<file path="src/rtl/motor_pwm_pkg.sv">
// rtl/motor_pwm_pkg.sv - shared types and defaults for the PWM capture block
package motor_pwm_pkg;

  localparam int unsigned SIZE_DEFAULT        = 16;
  localparam int unsigned SYNC_STAGES_DEFAULT = 2;

  // Per-channel capture state: IDLE while disabled, ARM until the first
  // rising edge starts a period, MEAS while a period is being counted.
  typedef enum logic [1:0] {
    IDLE = 2'd0,
    ARM  = 2'd1,
    MEAS = 2'd2
  } cap_state_e;

endpackage

</file>
<file path="src/rtl/motor_pwm_capture_channel.sv">
// rtl/motor_pwm_capture_channel.sv - one PWM input capture channel
//
// Synchronizes one asynchronous PWM input, detects rising edges and measures
// the rising-to-rising period and the high time inside it, in clk_i cycles.
//
// Ports:
//   clk_i      system clock (posedge)
//   rst_ni     asynchronous active-low reset
//   enable_i   low forces IDLE and discards any partial measurement
//   timeout_i  stall limit in cycles, 0 disables the stall detector
//   pwm_i      asynchronous PWM input
//   period_o   last measured period
//   high_o     high cycles within that period
//   valid_o    one-cycle pulse, period_o/high_o updated
//   stall_o    level, no rising edge within timeout_i cycles
module motor_pwm_capture_channel
  import motor_pwm_pkg::*;
#(
  parameter int unsigned SIZE        = SIZE_DEFAULT,
  parameter int unsigned SYNC_STAGES = SYNC_STAGES_DEFAULT
) (
  input  logic            clk_i,
  input  logic            rst_ni,
  input  logic            enable_i,
  input  logic [SIZE-1:0] timeout_i,
  input  logic            pwm_i,
  output logic [SIZE-1:0] period_o,
  output logic [SIZE-1:0] high_o,
  output logic            valid_o,
  output logic            stall_o
);

  localparam logic [SIZE-1:0] CNT_MAX = '1;
  localparam logic [SIZE-1:0] CNT_ONE = SIZE'(1);

  logic [SYNC_STAGES-1:0] sync_q;
  logic                   s_d_q;
  logic                   s;
  logic                   rise;

  cap_state_e      state_q,  state_d;
  logic [SIZE-1:0] cnt_q,    cnt_d;
  logic [SIZE-1:0] hi_q,     hi_d;
  logic [SIZE-1:0] period_q, period_d;
  logic [SIZE-1:0] high_q,   high_d;
  logic            valid_q,  valid_d;
  logic            stall_q,  stall_d;

  assign s    = sync_q[SYNC_STAGES-1];
  assign rise = s & ~s_d_q;

  always_ff @(posedge clk_i or negedge rst_ni) begin
    if (!rst_ni) begin
      sync_q   <= '0;
      s_d_q    <= 1'b0;
      state_q  <= IDLE;
      cnt_q    <= '0;
      hi_q     <= '0;
      period_q <= '0;
      high_q   <= '0;
      valid_q  <= 1'b0;
      stall_q  <= 1'b0;
    end else begin
      sync_q   <= {sync_q[SYNC_STAGES-2:0], pwm_i};
      s_d_q    <= s;
      state_q  <= state_d;
      cnt_q    <= cnt_d;
      hi_q     <= hi_d;
      period_q <= period_d;
      high_q   <= high_d;
      valid_q  <= valid_d;
      stall_q  <= stall_d;
    end
  end

  always_comb begin
    state_d  = state_q;
    cnt_d    = cnt_q;
    hi_d     = hi_q;
    period_d = period_q;
    high_d   = high_q;
    valid_d  = 1'b0;
    stall_d  = stall_q;

    if (!enable_i) begin
      // Disable wins from any state; measured values are kept, stall is not.
      state_d = IDLE;
      cnt_d   = '0;
      hi_d    = '0;
      stall_d = 1'b0;
    end else begin
      unique case (state_q)
        IDLE: begin
          state_d = ARM;
          cnt_d   = '0;
          hi_d    = '0;
          stall_d = 1'b0;
        end
        ARM: begin
          // The rise cycle itself is the first cycle of the period and is high.
          if (rise) begin
            cnt_d   = CNT_ONE;
            hi_d    = CNT_ONE;
            state_d = MEAS;
          end
        end
        MEAS: begin
          // A rise on the same cycle the limit is reached still completes the
          // period, so the rise branch is tested before the timeout.
          if (rise) begin
            period_d = cnt_q;
            high_d   = hi_q;
            valid_d  = 1'b1;
            stall_d  = 1'b0;
            cnt_d    = CNT_ONE;
            hi_d     = CNT_ONE;
          end else if ((timeout_i != '0) && (cnt_q >= timeout_i)) begin
            stall_d  = 1'b1;
            period_d = '0;
            high_d   = '0;
            cnt_d    = '0;
            hi_d     = '0;
            state_d  = ARM;
          end else begin
            cnt_d = (cnt_q == CNT_MAX) ? cnt_q : cnt_q + CNT_ONE;
            hi_d  = (s && (hi_q != CNT_MAX)) ? hi_q + CNT_ONE : hi_q;
          end
        end
        default: state_d = IDLE;
      endcase
    end
  end

  assign period_o = period_q;
  assign high_o   = high_q;
  assign valid_o  = valid_q;
  assign stall_o  = stall_q;

endmodule

</file>
<file path="src/rtl/motor_pwm_capture.sv">
// rtl/motor_pwm_capture.sv - three-channel PWM input capture top level
//
// Three independent capture channels sharing clock, reset, enable and the
// stall limit. Each reports period and high time of its PWM input in iCLK
// cycles, a one-cycle valid pulse per completed period, and a stall level.
//
// Ports:
//   iCLK, iRST_N          clock, asynchronous active-low reset
//   iENABLE               low holds all channels IDLE
//   iTIMEOUT              stall limit in cycles, 0 disables
//   iPWM_A/B/C            asynchronous PWM inputs
//   oPERIOD_x, oHIGH_x    last period and its high time
//   oVALID_x              one-cycle update pulse
//   oSTALL_x              no rising edge within iTIMEOUT cycles
module motor_pwm_capture
  import motor_pwm_pkg::*;
#(
  parameter int unsigned SIZE        = SIZE_DEFAULT,
  parameter int unsigned SYNC_STAGES = SYNC_STAGES_DEFAULT
) (
  input  logic            iCLK,
  input  logic            iRST_N,
  input  logic            iENABLE,
  input  logic [SIZE-1:0] iTIMEOUT,
  input  logic            iPWM_A,
  input  logic            iPWM_B,
  input  logic            iPWM_C,
  output logic [SIZE-1:0] oPERIOD_A,
  output logic [SIZE-1:0] oHIGH_A,
  output logic            oVALID_A,
  output logic            oSTALL_A,
  output logic [SIZE-1:0] oPERIOD_B,
  output logic [SIZE-1:0] oHIGH_B,
  output logic            oVALID_B,
  output logic            oSTALL_B,
  output logic [SIZE-1:0] oPERIOD_C,
  output logic [SIZE-1:0] oHIGH_C,
  output logic            oVALID_C,
  output logic            oSTALL_C
);

  motor_pwm_capture_channel #(.SIZE(SIZE), .SYNC_STAGES(SYNC_STAGES)) u_ch_a (
    .clk_i    (iCLK),
    .rst_ni   (iRST_N),
    .enable_i (iENABLE),
    .timeout_i(iTIMEOUT),
    .pwm_i    (iPWM_A),
    .period_o (oPERIOD_A),
    .high_o   (oHIGH_A),
    .valid_o  (oVALID_A),
    .stall_o  (oSTALL_A)
  );

  motor_pwm_capture_channel #(.SIZE(SIZE), .SYNC_STAGES(SYNC_STAGES)) u_ch_b (
    .clk_i    (iCLK),
    .rst_ni   (iRST_N),
    .enable_i (iENABLE),
    .timeout_i(iTIMEOUT),
    .pwm_i    (iPWM_B),
    .period_o (oPERIOD_B),
    .high_o   (oHIGH_B),
    .valid_o  (oVALID_B),
    .stall_o  (oSTALL_B)
  );

  motor_pwm_capture_channel #(.SIZE(SIZE), .SYNC_STAGES(SYNC_STAGES)) u_ch_c (
    .clk_i    (iCLK),
    .rst_ni   (iRST_N),
    .enable_i (iENABLE),
    .timeout_i(iTIMEOUT),
    .pwm_i    (iPWM_C),
    .period_o (oPERIOD_C),
    .high_o   (oHIGH_C),
    .valid_o  (oVALID_C),
    .stall_o  (oSTALL_C)
  );

endmodule

</file>
<file path="config.mk">
export PLATFORM = sky130hd
export DESIGN_NAME = motor_pwm_capture
export DESIGN_NICKNAME = d
export VERILOG_FILES = /design/src/rtl/motor_pwm_pkg.sv /design/src/rtl/motor_pwm_capture_channel.sv /design/src/rtl/motor_pwm_capture.sv
export SDC_FILE = /design/constraint.sdc
export NUM_CORES = 1
export LEC_CHECK = 0
export CORE_UTILIZATION = 52
export CTS_CLUSTER_DIAMETER = 100
export DETAILED_ROUTE_END_ITERATION = 10
export HOLD_SLACK_MARGIN = 0.05
export PLACE_DENSITY_LB_ADDON = 0.1
export SYNTH_ARGS = -nofsm -noshare
export SYNTH_HDL_FRONTEND = slang
export SYNTH_SLANG_ARGS = --single-unit
</file>
<file path="constraint.sdc">
create_clock -name iCLK -period 2.5 [get_ports iCLK]
set_clock_uncertainty 0.15 [all_clocks]
set_input_delay 0.5 -clock iCLK [delete_from_list [all_inputs] [get_ports iCLK]]
set_output_delay 0.5 -clock iCLK [all_outputs]
set_load 0.005 [all_outputs]
</file>
Yosys cells after proc, flatten, opt, wreduce, memory -nomap -nowiden
Cells that the tools add are included.
- bits in registers: 213
- output and inout bits: 102
- add/subtract/negate cells: 6
- magnitude comparators: 3
- equal/unequal tests: 36
- mux-type cells: 78
- bitwise gates (word level): 6
- reduce and logical (&&, ||, !) cells: 28
- operators by type and width (kind ; count):
    16-bit two-way mux ; 36
    16-bit one-hot mux with 3 select lines ; 6
    16-bit by 1-bit adder with 16-bit output (second input constant) ; 6
    16-bit equality test (second input constant) ; 3
    16-bit greater-or-equal comparator ; 3
    16-bit != test (second input constant) ; 3
    3-bit AND reduction ; 12
    2-bit two-way mux ; 12
    1-bit two-way mux ; 18
    3-bit by 2-bit != test with 1-bit output (second input constant) ; 6
    2-bit one-hot mux with 3 select lines ; 3
    16-bit nonzero test ; 1
    5-bit by 2-bit != test with 1-bit output (second input constant) ; 3
    5-bit by 3-bit != test with 1-bit output (second input constant) ; 3
    4-bit by 1-bit != test with 1-bit output (second input constant) ; 3
    4-bit by 2-bit != test with 1-bit output (second input constant) ; 3
    3-bit by 1-bit != test with 1-bit output (second input constant) ; 3
    3-bit != test (second input constant) ; 3
    2-bit by 1-bit equality test with 1-bit output (second input constant) ; 3
    2-bit equality test (second input constant) ; 3
    1-bit logical AND ; 6
    2-bit logical NOT ; 3
    1-bit one-hot mux with 2 select lines ; 3
    2-bit AND reduction ; 3
    other kinds (3) ; 9

Logic depth before layout (Yosys ltp)
- depth in word-level cells: 7
- gate-level depth with buffers: 11
- gate-level depth less buffers: 9

By module
Synthesis repeated with hierarchy kept, for this count alone.
- cells, all modules: 1176
- area, all modules: 11741.3 sq um
- modules (own cells, without submodules) (module ; times used ; cells each ; area each (sq um)):
    motor_pwm_capture_channel (u_ch_c) ; 1 ; 397 ; 3970.1
    motor_pwm_capture_channel (u_ch_a) ; 1 ; 392 ; 3935.0
    motor_pwm_capture_channel (u_ch_b) ; 1 ; 387 ; 3836.2

Worst setup path after synthesis
Ideal clock, no wire load.
- path kind: in2reg
- from: input port iTIMEOUT[15]
- to: register u_ch_a.hi_q[5]
- library setup time: 129 ps
- arrival: 2604 ps
- required time: 2221 ps
- setup slack: -382 ps
- stages on the path: 11
- path buffers: 2
- path through: inv_1 ha_1 nand4_1 nor3_1 or4b_1 a31oi_4 buf_4 buf_4 nor4_1 o21ai_0 o41ai_1
- longest elaborated chain between the ends: 6
- elaborated cells between the ends (all ways): 9
- those cells by class: 1 x order compare; 1 x eq/ne; 4 x mux; 3 x reduce/logical
- RTL lines (item ; RTL line ; source):
    from (decl) ; motor_pwm_capture.sv:24 ; input logic [SIZE-1:0] iTIMEOUT,
    16-bit greater-or-equal comparator / 16-bit nonzero test (equally long branches) ; motor_pwm_capture_channel.sv:117 ; end else if ((timeout_i != '0) && (cnt_q >= timeout_i)) begin
    1-bit logical AND (*) ; motor_pwm_capture_channel.sv:117 ;
    16-bit two-way mux ; motor_pwm_capture_channel.sv:117 ;
    16-bit two-way mux ; motor_pwm_capture_channel.sv:110 ; if (rise) begin
    16-bit one-hot mux with 3 select lines ; motor_pwm_capture_channel.sv:92 ; unique case (state_q)
    16-bit two-way mux ; motor_pwm_capture_channel.sv:85 ; if (!enable_i) begin
    to (signal assigned) ; motor_pwm_capture_channel.sv:68 ; hi_q <= hi_d;
    to (decl) ; motor_pwm_capture_channel.sv:43 ; logic [SIZE-1:0] hi_q, hi_d;
Mark *: on every way between the ends. The rest lies on a longest branch, timed or not.
A chain may end at the register's enable or synchronous reset.

Worst setup path in the final report
- from: register u_ch_a.cnt_q[0]
- to: register u_ch_a.hi_q[15]
- longest elaborated chain between the ends: 6
- elaborated cells between the ends (all ways): 8
- those cells by class: 1 x order compare; 1 x eq/ne; 4 x mux; 2 x reduce/logical
- RTL lines (item ; RTL line ; source):
    from (decl) ; motor_pwm_capture_channel.sv:42 ; logic [SIZE-1:0] cnt_q, cnt_d;
    from (signal assigned) ; motor_pwm_capture_channel.sv:67 ; cnt_q <= cnt_d;
    16-bit greater-or-equal comparator (*) ; motor_pwm_capture_channel.sv:117 ;
    1-bit logical AND (*) ; motor_pwm_capture_channel.sv:117 ;
    16-bit two-way mux ; motor_pwm_capture_channel.sv:117 ;
    16-bit two-way mux ; motor_pwm_capture_channel.sv:110 ;
    16-bit one-hot mux with 3 select lines ; motor_pwm_capture_channel.sv:92 ;
    16-bit two-way mux ; motor_pwm_capture_channel.sv:85 ;
Marks and branches as above.

==> reports/metrics.cfg <==
[logic_synthesis]
synth_cells=1108
ys_ff_latch=213
ys.flop_type=dfrtp_1
yosysWarnings=0
synth_cell_types=69
synth_area_per_cell_sq_um=10.07
synth_edf_count=0
synthesis.nets=1196
ys_seq_area_share_pct=47.76
syn_area_sq_um=11160
async_flop_share_pct=100.0

[worst_setup_path]
worstRegToRegCells=11
cp_common_cell=buf_12
path_cells=inv_2 > ha_4 > nand2b_4 > a2111oi_4 > or4b_4 > a31oi_4 > buf_12 > buf_12 > nor3_4 > nand3_4 > o41ai_2
timing.rr.start=u_ch_a.cnt_q[0]$_DFFE_PN0P_
cp_top_family=simple AND/OR/NAND/NOR gates
crit_arrival_ns=3.13
critical_path.max_stage_delay_ns=0.40
critPathMaxFanout=12
critPathSlowestCell=dfrtp_1
crit_type=reg -> reg
rrSetupSlack_ns=-0.40
r2r_end=u_ch_a.hi_q[15]$_DFFE_PN0P_
crit_required_ns=2.74
end_kind=register
critPathLaunchType=register
crit_buf_inv=3

[clocking]
cts_made_buffers=22
cts_htree_levels=1
cts_sinks=213
clkTransAtPathRegs_ns=0.06
cts.path.max_buffers=3
worstSkewPairLatency_ns=0.51
root_buffer=clkbuf_16
tritoncts=done

[sta]
setup_ws_ns=-0.3955
max_freq_ghz=0.3454
max_slew_margin_pct=60.56
finalSetupTns_ns=-33.41
whs_ns=0.2007
worstMarginPinSlew_ns=0.5915
slew_violations=0
layout_min_cycle_time_ns=2.895
rsz0062_at_grt=true
setup_viol=197
hold_viol=0
period_share_pct=115.8

[global_route]
grt_max_degree=66
grt_pass1_wl_mm=53.30
first_global_vias=10541
antenna_found_initial=1
overflow=0
grtUsageTotal_pct=29.95

[power]
pwr_density_cell_nw_per_um2=557.6
p_leak_nw=7.579
p_total_mw=9.733
vdd_drop_max_mv=0.5839

[route]
finalWirelength_mm=38.45
routedWlPerCell_microns=21.69
drcViolationCount=0
drtIter0Drc=900
drt_first_pass_iters=5
antenna_left=0
vias_per_cell=6.421
vias=11385

[floorplanning]
die_h_microns=148.5
dieWidth_microns=148.5
num_rows=53
pin_count=124
start_util_pct=53.09
fp.coreArea_sq_um=21020
dieArea_sq_um=22050

[cells_and_area]
final_common_cell=dfrtp_1
final_cell_area_sq_um=17460
layout-drive-gt1-share_pct=35.54
final_cell_mix=dfrtp_1, buf_4, a22o_1
final_net_count=1572
areaGrowthSynthToFinish_pct=56.42

[hold_path]
worstHoldPathType=reg -> reg
min_path_cells=0
hp-start=u_ch_b.sync_q[0]$_DFF_PN0_
min_to=u_ch_b.sync_q[1]$_DFF_PN0_

[placed_design]
io_buffer_count=123
hpwlAfterDp_mm=21.74
placedInstanceArea_sq_um=14790
dpl_worst_slack_ns=-1.124
place.gp.congestion=0.9055

[flow_run]
max_cap_violations=0

[outcome]
status=finished with violations
violations=negative setup slack

## worst register-to-register path, delay by kind of cell (launching register included)
kind	cells	cell delay [ns]
flip-flops	1	0.40
adder cells (fa/ha/maj)	1	0.20
AO/OA/AOI/OAI	3	0.80
AND/OR/NAND/NOR	4	0.87
buffers and inverters	3	0.36
## flip-flops by register name, indices dropped and copies added (netlist names), 2 cells and up
signal	flops
u_ch_a.cnt_q	16
u_ch_a.hi_q	16
u_ch_a.high_o	16
u_ch_a.period_o	16
u_ch_a.state_q	2
u_ch_a.sync_q	2
u_ch_b.cnt_q	16
u_ch_b.hi_q	16
u_ch_b.high_o	16
u_ch_b.period_o	16
u_ch_b.state_q	2
u_ch_b.sync_q	2
u_ch_c.cnt_q	16
u_ch_c.hi_q	16
u_ch_c.high_o	16
u_ch_c.period_o	16
u_ch_c.state_q	2
u_ch_c.sync_q	2
## cells in the mapped netlist, types with 3 or more instances
| cell type | instances | area (sq um) |
|---|---|---|
| a2111oi_0 | 3 | 26.28 |
| a211oi_1 | 3 | 22.52 |
| a21boi_0 | 3 | 22.52 |
| a21o_1 | 5 | 37.54 |
| a21oi_1 | 48 | 240.2 |
| a221o_1 | 4 | 40.04 |
| a22o_1 | 107 | 937.2 |
| a31oi_1 | 47 | 294.0 |
| a41oi_1 | 4 | 35.03 |
| and2_1 | 7 | 43.79 |
| and3_1 | 22 | 137.6 |
| and4_1 | 4 | 35.03 |
| buf_2 | 15 | 75.07 |
| clkbuf_1 | 33 | 123.9 |
| dfrtp_1 | 213 | 5330 |
| ha_1 | 66 | 825.8 |
| inv_1 | 40 | 150.1 |
| mux2i_1 | 6 | 60.06 |
| nand2_1 | 93 | 349.1 |
| nand2b_1 | 21 | 131.4 |
| nand3_1 | 60 | 300.3 |
| nand4_1 | 18 | 112.6 |
| nor2_1 | 53 | 198.9 |
| nor2b_1 | 4 | 25.02 |
| nor3_1 | 22 | 110.1 |
| nor3b_1 | 3 | 22.52 |
| nor4_1 | 21 | 131.4 |
| nor4b_1 | 6 | 52.55 |
| o21a_1 | 8 | 60.06 |
| o21ai_0 | 72 | 360.4 |
| o21ai_1 | 4 | 20.02 |
| o22ai_1 | 3 | 18.77 |
| o31a_1 | 5 | 43.79 |
| o31ai_1 | 29 | 217.7 |
| o41ai_1 | 10 | 87.58 |
| or2_2 | 3 | 18.77 |
| or3_1 | 4 | 25.02 |
## report_power, final
| group | internal (mW) | leakage, nW | switching, mW |
|---|---|---|---|
| registers | 3.54 | 2.94 | 0.0870 |
| clock network | 2.02 | 0.363 | 1.34 |
| logic | 1.31 | 4.28 | 1.43 |
| total | 6.87 | 7.58 | 2.86 |
## routing by layer
layer | vias up | GRT usage (%) | routed length (microns)
met5 | - | 0 | 0
met4 | 0 | 10.41 | 1368
met3 | 128 | 3.313 | 2785
met2 | 628 | 49.25 | 18690
met1 | 5615 | 41.11 | 15610
li1 | 5014 | - | -
## how the worst max path moves through the flow
stage	startpoint	end	slack [ns]	cells after the start
floorplan	iTIMEOUT[13]	u_ch_b.hi_q[15]$_DFFE_PN0P_	-0.25	8
global placement	iTIMEOUT[13]	u_ch_a.high_o[3]$_DFFE_PN0P_	-1.05	11
detailed placement	iTIMEOUT[13]	u_ch_a.period_o[7]$_DFFE_PN0P_	-1.12	11
CTS	u_ch_a.cnt_q[14]$_DFFE_PN0P_	u_ch_a.period_o[1]$_DFFE_PN0P_	-0.37	11
global route	u_ch_a.cnt_q[0]$_DFFE_PN0P_	u_ch_a.hi_q[15]$_DFFE_PN0P_	-0.49	11
finish	u_ch_a.cnt_q[0]$_DFFE_PN0P_	u_ch_a.hi_q[15]$_DFFE_PN0P_	-0.40	11
## logic make-up after synthesis
kind of cell	after synthesis	synth area share (%)
buffers and inverters	91	3.364
AND/OR/NAND/NOR	355	16.41
multiplexers	6	0.5382
AO/OA/AOI/OAI	377	24.52
flip-flops	213	47.76
adder cells (fa/ha/maj)	66	7.400
## final cells by class
cell class                 count  area, sq um
multi-input combinational    806         6878
sequential                   213         5338
timing repair buffer         401         3978
fill                        1112         3566
clock buffer                  31        655.6
tap                          275        344.1
inverter                      40        177.7
clock inverter                 6        82.58
antenna                        1        2.502
## timing repair
item | CTS | global route
endpoints found under the setup margin | 201 | 200
buffers inserted | 29 | 33
pin swaps | 48 | 81
hold endpoints to repair | 58 | 0
gates cloned | 10 | 10
gates resized for setup | 122 | 162
hold buffers | 1 | 0
## stage by stage
step	std cells	utilization, %
2_1_floorplan	1108	-
3_3_place_gp	1664	70.38
3_5_place_dp	1664	70.38
4_1_cts	1736	77.61
5_1_grt	1773	83.04
6_report	1773	83.04
No activity file was read; power rests on OpenSTA's default activity.
